`config.mk`:
```
export PLATFORM = sky130hd
export DESIGN_NAME = spi_master_ctrl
export DESIGN_NICKNAME = d
export VERILOG_FILES = /design/src/rtl/spi_pkg.sv /design/src/rtl/spi_master_shifter.sv /design/src/rtl/spi_master_ctrl.sv
export SDC_FILE = /design/constraint.sdc
export NUM_CORES = 1
export LEC_CHECK = 0
export ABC_AREA = 1
export BUFFER_PORTS_ARGS = -buffer_cell sky130_fd_sc_hd__buf_2
export CAP_MARGIN = 25
export CORE_MARGIN = 2
export CORE_UTILIZATION = 58
export CTS_BUF_LIST = sky130_fd_sc_hd__clkbuf_8
export CTS_CLUSTER_SIZE = 30
export DETAILED_ROUTE_END_ITERATION = 8
export GPL_ROUTABILITY_DRIVEN = 0
export PLACE_DENSITY = 0.81
export SLEW_MARGIN = 10
export SYNTH_ARGS = -nofsm -noshare
export SYNTH_HDL_FRONTEND = slang
export SYNTH_SLANG_ARGS = --single-unit
```
`constraint.sdc`:
```
create_clock -name clk -period 1.85 [get_ports clk]
set_input_delay 0 -clock clk [delete_from_list [all_inputs] [get_ports clk]]
set_output_delay 0 -clock clk [all_outputs]
set_load 0.1 [all_outputs]
```
`src/rtl/spi_pkg.sv`:
```
// Shared SPI master definitions: command encodings,
// frame widths and the controller state encoding.
package spi_pkg;

    localparam int FRAME_W = 10;
    localparam int DATA_W  = 8;

    typedef enum logic [1:0] {
        CMD_WR_ADDR = 2'b00,
        CMD_WR_DATA = 2'b01,
        CMD_RD_ADDR = 2'b10,
        CMD_RD_DATA = 2'b11
    } cmd_t;

    typedef enum logic [2:0] {
        ST_IDLE,
        ST_PREFIX,
        ST_SHIFT,
        ST_TURN,
        ST_CAPTURE,
        ST_GAP
    } state_t;

    function automatic logic [FRAME_W-1:0] frame_word(
        input logic [1:0]        t,
        input logic [DATA_W-1:0] d
    );
        return {t, d};
    endfunction

endpackage

```
`src/rtl/spi_master_shifter.sv`:
```
// Datapath for the SPI master: 10-bit PISO feeding mosi, 8-bit SIPO from miso.
// Ports: load/load_word, shift_en, sample_en, count_en, cnt_clr, last_idx,
// miso in; tx_bit (next mosi bit), rx_next (SIPO incl. current miso), done out.
module spi_master_shifter
    import spi_pkg::*;
(
    input  logic               clk,
    input  logic               rst_n,
    input  logic               load,
    input  logic [FRAME_W-1:0] load_word,
    input  logic               shift_en,
    input  logic               sample_en,
    input  logic               count_en,
    input  logic               cnt_clr,
    input  logic [3:0]         last_idx,
    input  logic               miso,
    output logic               tx_bit,
    output logic [DATA_W-1:0]  rx_next,
    output logic               done
);

    logic [FRAME_W-1:0] tx_q;
    logic [DATA_W-1:0]  rx_q;
    logic [3:0]         cnt;

    always_ff @(posedge clk or negedge rst_n) begin
        if (!rst_n) begin
            tx_q <= '0;
            rx_q <= '0;
            cnt  <= '0;
        end else begin
            if (load)
                tx_q <= load_word;
            else if (shift_en)
                tx_q <= {tx_q[FRAME_W-2:0], 1'b0};

            if (sample_en)
                rx_q <= rx_next;

            if (load || cnt_clr)
                cnt <= '0;
            else if (count_en)
                cnt <= cnt + 4'd1;
        end
    end

    assign tx_bit  = tx_q[FRAME_W-1];
    assign rx_next = {rx_q[DATA_W-2:0], miso};
    assign done    = (cnt == last_idx);

endmodule

```
`src/rtl/spi_master_ctrl.sv`:
```
// Host-side SPI master: one RAM command per handshake, serialised as
// prefix + {type,data}; rd-data frames capture a byte from miso.
// Ports: clk, rst_n; cmd_valid/cmd_ready/cmd_type/cmd_data in;
// rsp_valid/rsp_data out; busy; mosi, ss_n out; miso in.
module spi_master_ctrl
    import spi_pkg::*;
#(
    parameter int RD_LAT = 2,
    parameter int GAP    = 1
) (
    input  logic              clk,
    input  logic              rst_n,
    input  logic              cmd_valid,
    output logic              cmd_ready,
    input  logic [1:0]        cmd_type,
    input  logic [DATA_W-1:0] cmd_data,
    output logic              rsp_valid,
    output logic [DATA_W-1:0] rsp_data,
    output logic              busy,
    output logic              mosi,
    output logic              ss_n,
    input  logic              miso
);

    state_t state, state_nx;
    cmd_t   type_q;
    logic [3:0] tmr;
    logic       accept;
    logic       tx_bit;
    logic       sh_done;
    logic [DATA_W-1:0] rx_next;

    always_comb begin
        state_nx = state;
        accept   = 1'b0;
        unique case (state)
            ST_IDLE: begin
                if (cmd_valid) begin
                    accept   = 1'b1;
                    state_nx = ST_PREFIX;
                end
            end
            ST_PREFIX:
                state_nx = ST_SHIFT;
            ST_SHIFT: begin
                if (sh_done)
                    state_nx = (type_q == CMD_RD_DATA) ?
                               ST_TURN : ST_GAP;
            end
            ST_TURN: begin
                if (tmr == 4'd0)
                    state_nx = ST_CAPTURE;
            end
            ST_CAPTURE: begin
                if (sh_done)
                    state_nx = ST_GAP;
            end
            ST_GAP: begin
                if (tmr == 4'd0)
                    state_nx = ST_IDLE;
            end
            default:
                state_nx = ST_IDLE;
        endcase
    end

    // Bit counter restarts on every state change so SHIFT
    // and CAPTURE each begin counting from zero.
    spi_master_shifter u_shifter (
        .clk       (clk),
        .rst_n     (rst_n),
        .load      (accept),
        .load_word (frame_word(cmd_type, cmd_data)),
        .shift_en  (state == ST_PREFIX || state == ST_SHIFT),
        .sample_en (state == ST_CAPTURE),
        .count_en  (state == ST_SHIFT || state == ST_CAPTURE),
        .cnt_clr   (state_nx != state),
        .last_idx  ((state == ST_CAPTURE) ? 4'd7 : 4'd9),
        .miso      (miso),
        .tx_bit    (tx_bit),
        .rx_next   (rx_next),
        .done      (sh_done)
    );

    always_ff @(posedge clk or negedge rst_n) begin
        if (!rst_n) begin
            state     <= ST_IDLE;
            type_q    <= CMD_WR_ADDR;
            tmr       <= '0;
            ss_n      <= 1'b1;
            mosi      <= 1'b0;
            rsp_valid <= 1'b0;
            rsp_data  <= '0;
        end else begin
            state     <= state_nx;
            rsp_valid <= 1'b0;

            if (accept)
                type_q <= cmd_t'(cmd_type);

            // One timer serves both TURN and GAP; loaded with
            // length-1 on entry, state exits when it hits zero.
            if (state_nx == ST_TURN && state != ST_TURN)
                tmr <= 4'(RD_LAT - 1);
            else if (state_nx == ST_GAP && state != ST_GAP)
                tmr <= 4'(GAP - 1);
            else if (tmr != 4'd0)
                tmr <= tmr - 4'd1;

            // Pin registers follow the state being entered so
            // they line up with the state they belong to.
            ss_n <= (state_nx == ST_IDLE) || (state_nx == ST_GAP);

            if (state_nx == ST_PREFIX)
                mosi <= cmd_type[1];
            else if (state_nx == ST_SHIFT)
                mosi <= tx_bit;
            else
                mosi <= 1'b0;

            if (state == ST_CAPTURE && sh_done) begin
                rsp_data  <= rx_next;
                rsp_valid <= 1'b1;
            end
        end
    end

    assign cmd_ready = (state == ST_IDLE);
    assign busy      = (state != ST_IDLE);

endmodule
```
==> out/results.txt <==
Among cell families on the critical path, the largest total delay comes from simple AND/OR/NAND/NOR gates. For the count of fill cells added during filler insertion, the log shows 211. The run gives 1.849 mW as the net load switching power. Per report_power, the sequential group accounts for 33.9% of the total. The worst hold slack was 0.1172 ns. The flow ran to the end, and the final reports show no timing, DRC or antenna violations. Summed over all layers, the routed wires come to 3.985 mm. In this run switching power makes up 45.25% of total power. Ratio of total power to cell area: 1711 nW/um2.

Summing every instance area after synthesis gives 1869 um2. The power share of the combinational group is 49.0%. The die covers 3693 um2.

The netlist uses 25 different library cells. The critical path is of the register to register type. The first global-routing pass estimated 6.686 mm of wire. In this run the critical register-to-register path is captured at u_shifter.cnt[1]$_DFFE_PN0P_. The floorplan step set the die width to 60.77 um.

The synthesized design contains 41 register bits. For this design the top-level I/O count stands at 27. The detailed router placed 1611 vias in this run. Headroom to the max-slew limit came out at 67.35%. Tracing the worst setup path back leads to its startpoint at tmr[0]$_DFFE_PN0P_. The cell at the root of the clock tree is sky130_fd_sc_hd__clkbuf_8. Measured in cells, the most critical reg-to-reg path has a length of 12. The run gives 61.23% as the initial cell density of the core.

The count of buffers inserted at the top-level ports is 26, and the data required time at the worst endpoint is 2.07 ns. For the residual overflow from global routing, the log shows 0. For this design, the slowest cell found on the critical path is sky130_fd_sc_hd__dfrtp_1. CTS built an H-tree with a depth of 2. The proportion of synthesized area in mux cells works out to 0.5355%.

After synthesis, flip-flops and latches occupy 54.95% of the total area. The logs give 0 for the number of antenna violations at the first check in global routing and 0 for the post-route DRC violation count. The via count of the first global-routing pass is 1538. After the last flow step, the layout net total stands at 288.

The analysis attributes to cell leakage a power of 1.231 nW. The mean routed wirelength per cell is 12.57 um. The CTS buffer count was 5. In this design, the stage delay of the slowest critical-path cell is 0.41 ns. Along the worst path, the maximum fanout reaches 5. For the final database, setup skew stands at 0.007424 ns. By area, the combinational part of the netlist is dominated by simple AND/OR/NAND/NOR gates. The smallest clock period supported by the final layout is computed as 1.747 ns. Setup violations remaining at the end of the flow were counted as 0. The count of antenna-violating nets left after detailed routing is 0. After clock tree synthesis, the clock-pin slew on the worst setup and hold paths is 0.08 ns. In this run the vertical extent of the chip is 60.77 um. The share of the clock period used by the worst path after layout was 94.46%. TritonCTS built the clock tree. The peak clock frequency supported by timing is 572.3 MHz, and the worst-case register-to-register setup slack is 0.10 ns. The hold violation count in the final report is 0. The pin count of the biggest net entering global routing was 20; the gate count after technology mapping was 221. The startpoint identified for the worst register-to-register timing path is tmr[0]$_DFFE_PN0P_. Most frequent standard cell in the layout excluding fill and tap cells: sky130_fd_sc_hd__nand2_1. The max-slew violation total from the final report was 0; the net count after synthesis was 237. The number of warnings printed during yosys synthesis was 0; the layout cell share with drive strength beyond 1 was 23.08%. The synthesized netlist devotes 1.339% of its cell area to adder and majority cells.

Part of the power in the clock network: 17.0%. The area growth from synthesis to layout is 27.78%. The min-delay analysis places its worst path in the category input port to async pin. Setup repair after global routing could not meet its margin everywhere. The number of standard-cell rows in the floorplan is 20, and the number of inserted diodes is 0. Once layout is complete, the utilization of the core stands at 78.24%. In the layout the commonest cells are sky130_fd_sc_hd__nand2_1, sky130_fd_sc_hd__dfrtp_1, sky130_fd_sc_hd__buf_2.

Detailed placement finished with a half-perimeter wire length of 2.641 mm. Across the run, the number of max-cap violations was 0. The number of buffer and inverter stages on the critical path was 3. STA classifies the critical path endpoint as a register. The total area inside the core boundary comes to 3053 um2.

Signal arrival time at the worst endpoint: 1.97 ns. Traced cell by cell, the critical path runs through inv_1, ha_1, nand2_1, nor2_2, inv_1, nand2_1, nand3_2, nor2_4, inv_2, nand2_1, nand4_4, nor2_2. The mean number of vias per cell is 5.082, and the clock latency on the worst-skew pair is 0.29 ns. Slew at the pin closest to its max-slew limit: 0.4932 ns. The type of origin of the critical path is a register. Summing the areas of all and, or, nand and nor instances in the mapped netlist gives 25.77% of the synthesized area. The tree built by TritonCTS fans out to 41 sinks. Xor and xnor fraction of the mapped netlist area: 1.874%. The critical path crosses 12 cells after its start point. Across every metal layer, demand over resource in global routing totals 25.30%. The post-synthesis area per instance was 8.458 um2.

IR analysis of the VDD net gives a maximum drop of 0.9066 mV. The detailed router finished its first iteration with 97 violations. The first TritonRoute pass finished after 4 iterations. The most numerous cell type found on the critical path is sky130_fd_sc_hd__nand2_1. Internal power comes to 2.238 mW. Buffer levels on the longest clock path: 2. The tools report the capture point of the critical path as u_shifter.cnt[1]$_DFFE_PN0P_.

Synthesized-area fraction occupied by ao, oa, aoi and oai cells: 9.036%.
==> registers in the layout, indices dropped and copies added (netlist names) <==
signal and count:
u_shifter.tx_q 10, u_shifter.cnt 4, state 3, rsp_valid 1
tmr 4, rsp_data 8, u_shifter.rx_q 7, ss_n 1
mosi 1, type_q 2
==> what timing repair did <==
item | CTS | global route
buffers inserted | 0 | 4
endpoints found under the hold margin | 52 | 0
hold buffers | 12 | 0
setup endpoints to repair | 0 | 8
resized for setup | 0 | 5
==> power groups by stage <==
stage / logic [mW] / clock network, mW / registers (mW)
floorplan: 1.35 / 0 / 1.51
global placement: 1.78 / 0 / 1.39
detailed placement: 1.84 / 0 / 1.39
CTS: 1.86 / 0.706 / 1.38
global route: 2.22 / 0.750 / 1.42
finish: 2.00 / 0.696 / 1.39
==> stage by stage <==
stage / worst slack [ns] / total power [mW] / cells / TNS, ns / area (um2)
after global placement: 0.2012 / 3.169 / 293 / 0 / 2103
after global routing: -0.03922 / 4.393 / 317 / -0.1767 / 2389
after floorplan: 0.05219 / 2.854 / 221 / 0 / 1889
after CTS: 0.04234 / 3.945 / 313 / 0 / 2335
after detailed placement: 0.05913 / 3.231 / 293 / 0 / 2103
final: 0.1026 / 4.087 / 317 / 0 / 2389
==> synth_stat cells <==
cell type / n / area share [%]
sky130_fd_sc_hd__nor2_2: 2 / 0.67
sky130_fd_sc_hd__nand2_1: 66 / 13
sky130_fd_sc_hd__ha_1: 2 / 1.3
sky130_fd_sc_hd__nand2_2: 2 / 0.67
sky130_fd_sc_hd__a21oi_1: 1 / 0.27
sky130_fd_sc_hd__nand4_1: 1 / 0.33
sky130_fd_sc_hd__clkbuf_1: 3 / 0.60
sky130_fd_sc_hd__dfrtp_1: 40 / 54
sky130_fd_sc_hd__inv_1: 23 / 4.6
sky130_fd_sc_hd__nand3_1: 11 / 2.9
sky130_fd_sc_hd__clkinv_1: 1 / 0.20
sky130_fd_sc_hd__nand3_2: 4 / 2.1
sky130_fd_sc_hd__inv_2: 4 / 0.80
sky130_fd_sc_hd__dfstp_2: 1 / 1.4
sky130_fd_sc_hd__xnor2_1: 1 / 0.47
sky130_fd_sc_hd__buf_2: 1 / 0.27
sky130_fd_sc_hd__nor2_4: 1 / 0.60
sky130_fd_sc_hd__a22oi_1: 1 / 0.40
sky130_fd_sc_hd__xor2_1: 3 / 1.4
sky130_fd_sc_hd__nand4_2: 1 / 0.67
sky130_fd_sc_hd__mux2i_1: 1 / 0.54
sky130_fd_sc_hd__nor2_1: 21 / 4.2
sky130_fd_sc_hd__a31oi_1: 9 / 3.0
sky130_fd_sc_hd__o21ai_0: 20 / 5.4
sky130_fd_sc_hd__nor3_1: 1 / 0.27
==> area by class of cell <==
class | instances | area, um2 | area share, %
flip-flops and latches | 41 | 1027 | 43.01
clock inverters | 3 | 42.54 | 1.781
multi-input cells | 148 | 752.0 | 31.48
repair buffers | 48 | 325.3 | 13.62
well taps | 44 | 55.05 | 2.305
inverters | 28 | 117.6 | 4.924
clock buffers | 5 | 68.82 | 2.881
==> per-layer routing <==
layer  vias to the layer above  GRT usage [%]  routed length [um]
li1                        803              -                   -
met1                       754          30.64                1604
met2                        42          43.47                2160
met3                        12          5.544                 148
met4                         0          11.18                  73
met5                         -              0                   0
==> cell families after synthesis <==
kind of cell,after synthesis
compound gates,31
xor+xnor,4
flops,41
simple gates,110
fa+ha+maj,2
buf+inv,32
mux,1
==> how the worst min path moves through the flow <==
stage	startpoint	endpoint	slack, ns	depth (start not counted)
3_5_place_dp	rst_n	rsp_data[7]$_DFFE_PN0P_	-0.15	1
3_3_place_gp	rst_n	rsp_data[7]$_DFFE_PN0P_	-0.14	1
2_1_floorplan	rst_n	mosi$_DFF_PN0_	-0.30	0
5_1_grt	rst_n	rsp_valid$_DFF_PN0_	0.12	2
6_report	rst_n	rsp_data[7]$_DFFE_PN0P_	0.12	2
4_1_cts	rst_n	rsp_data[7]$_DFFE_PN0P_	0.06	2
(Power assumes the default switching activity.)
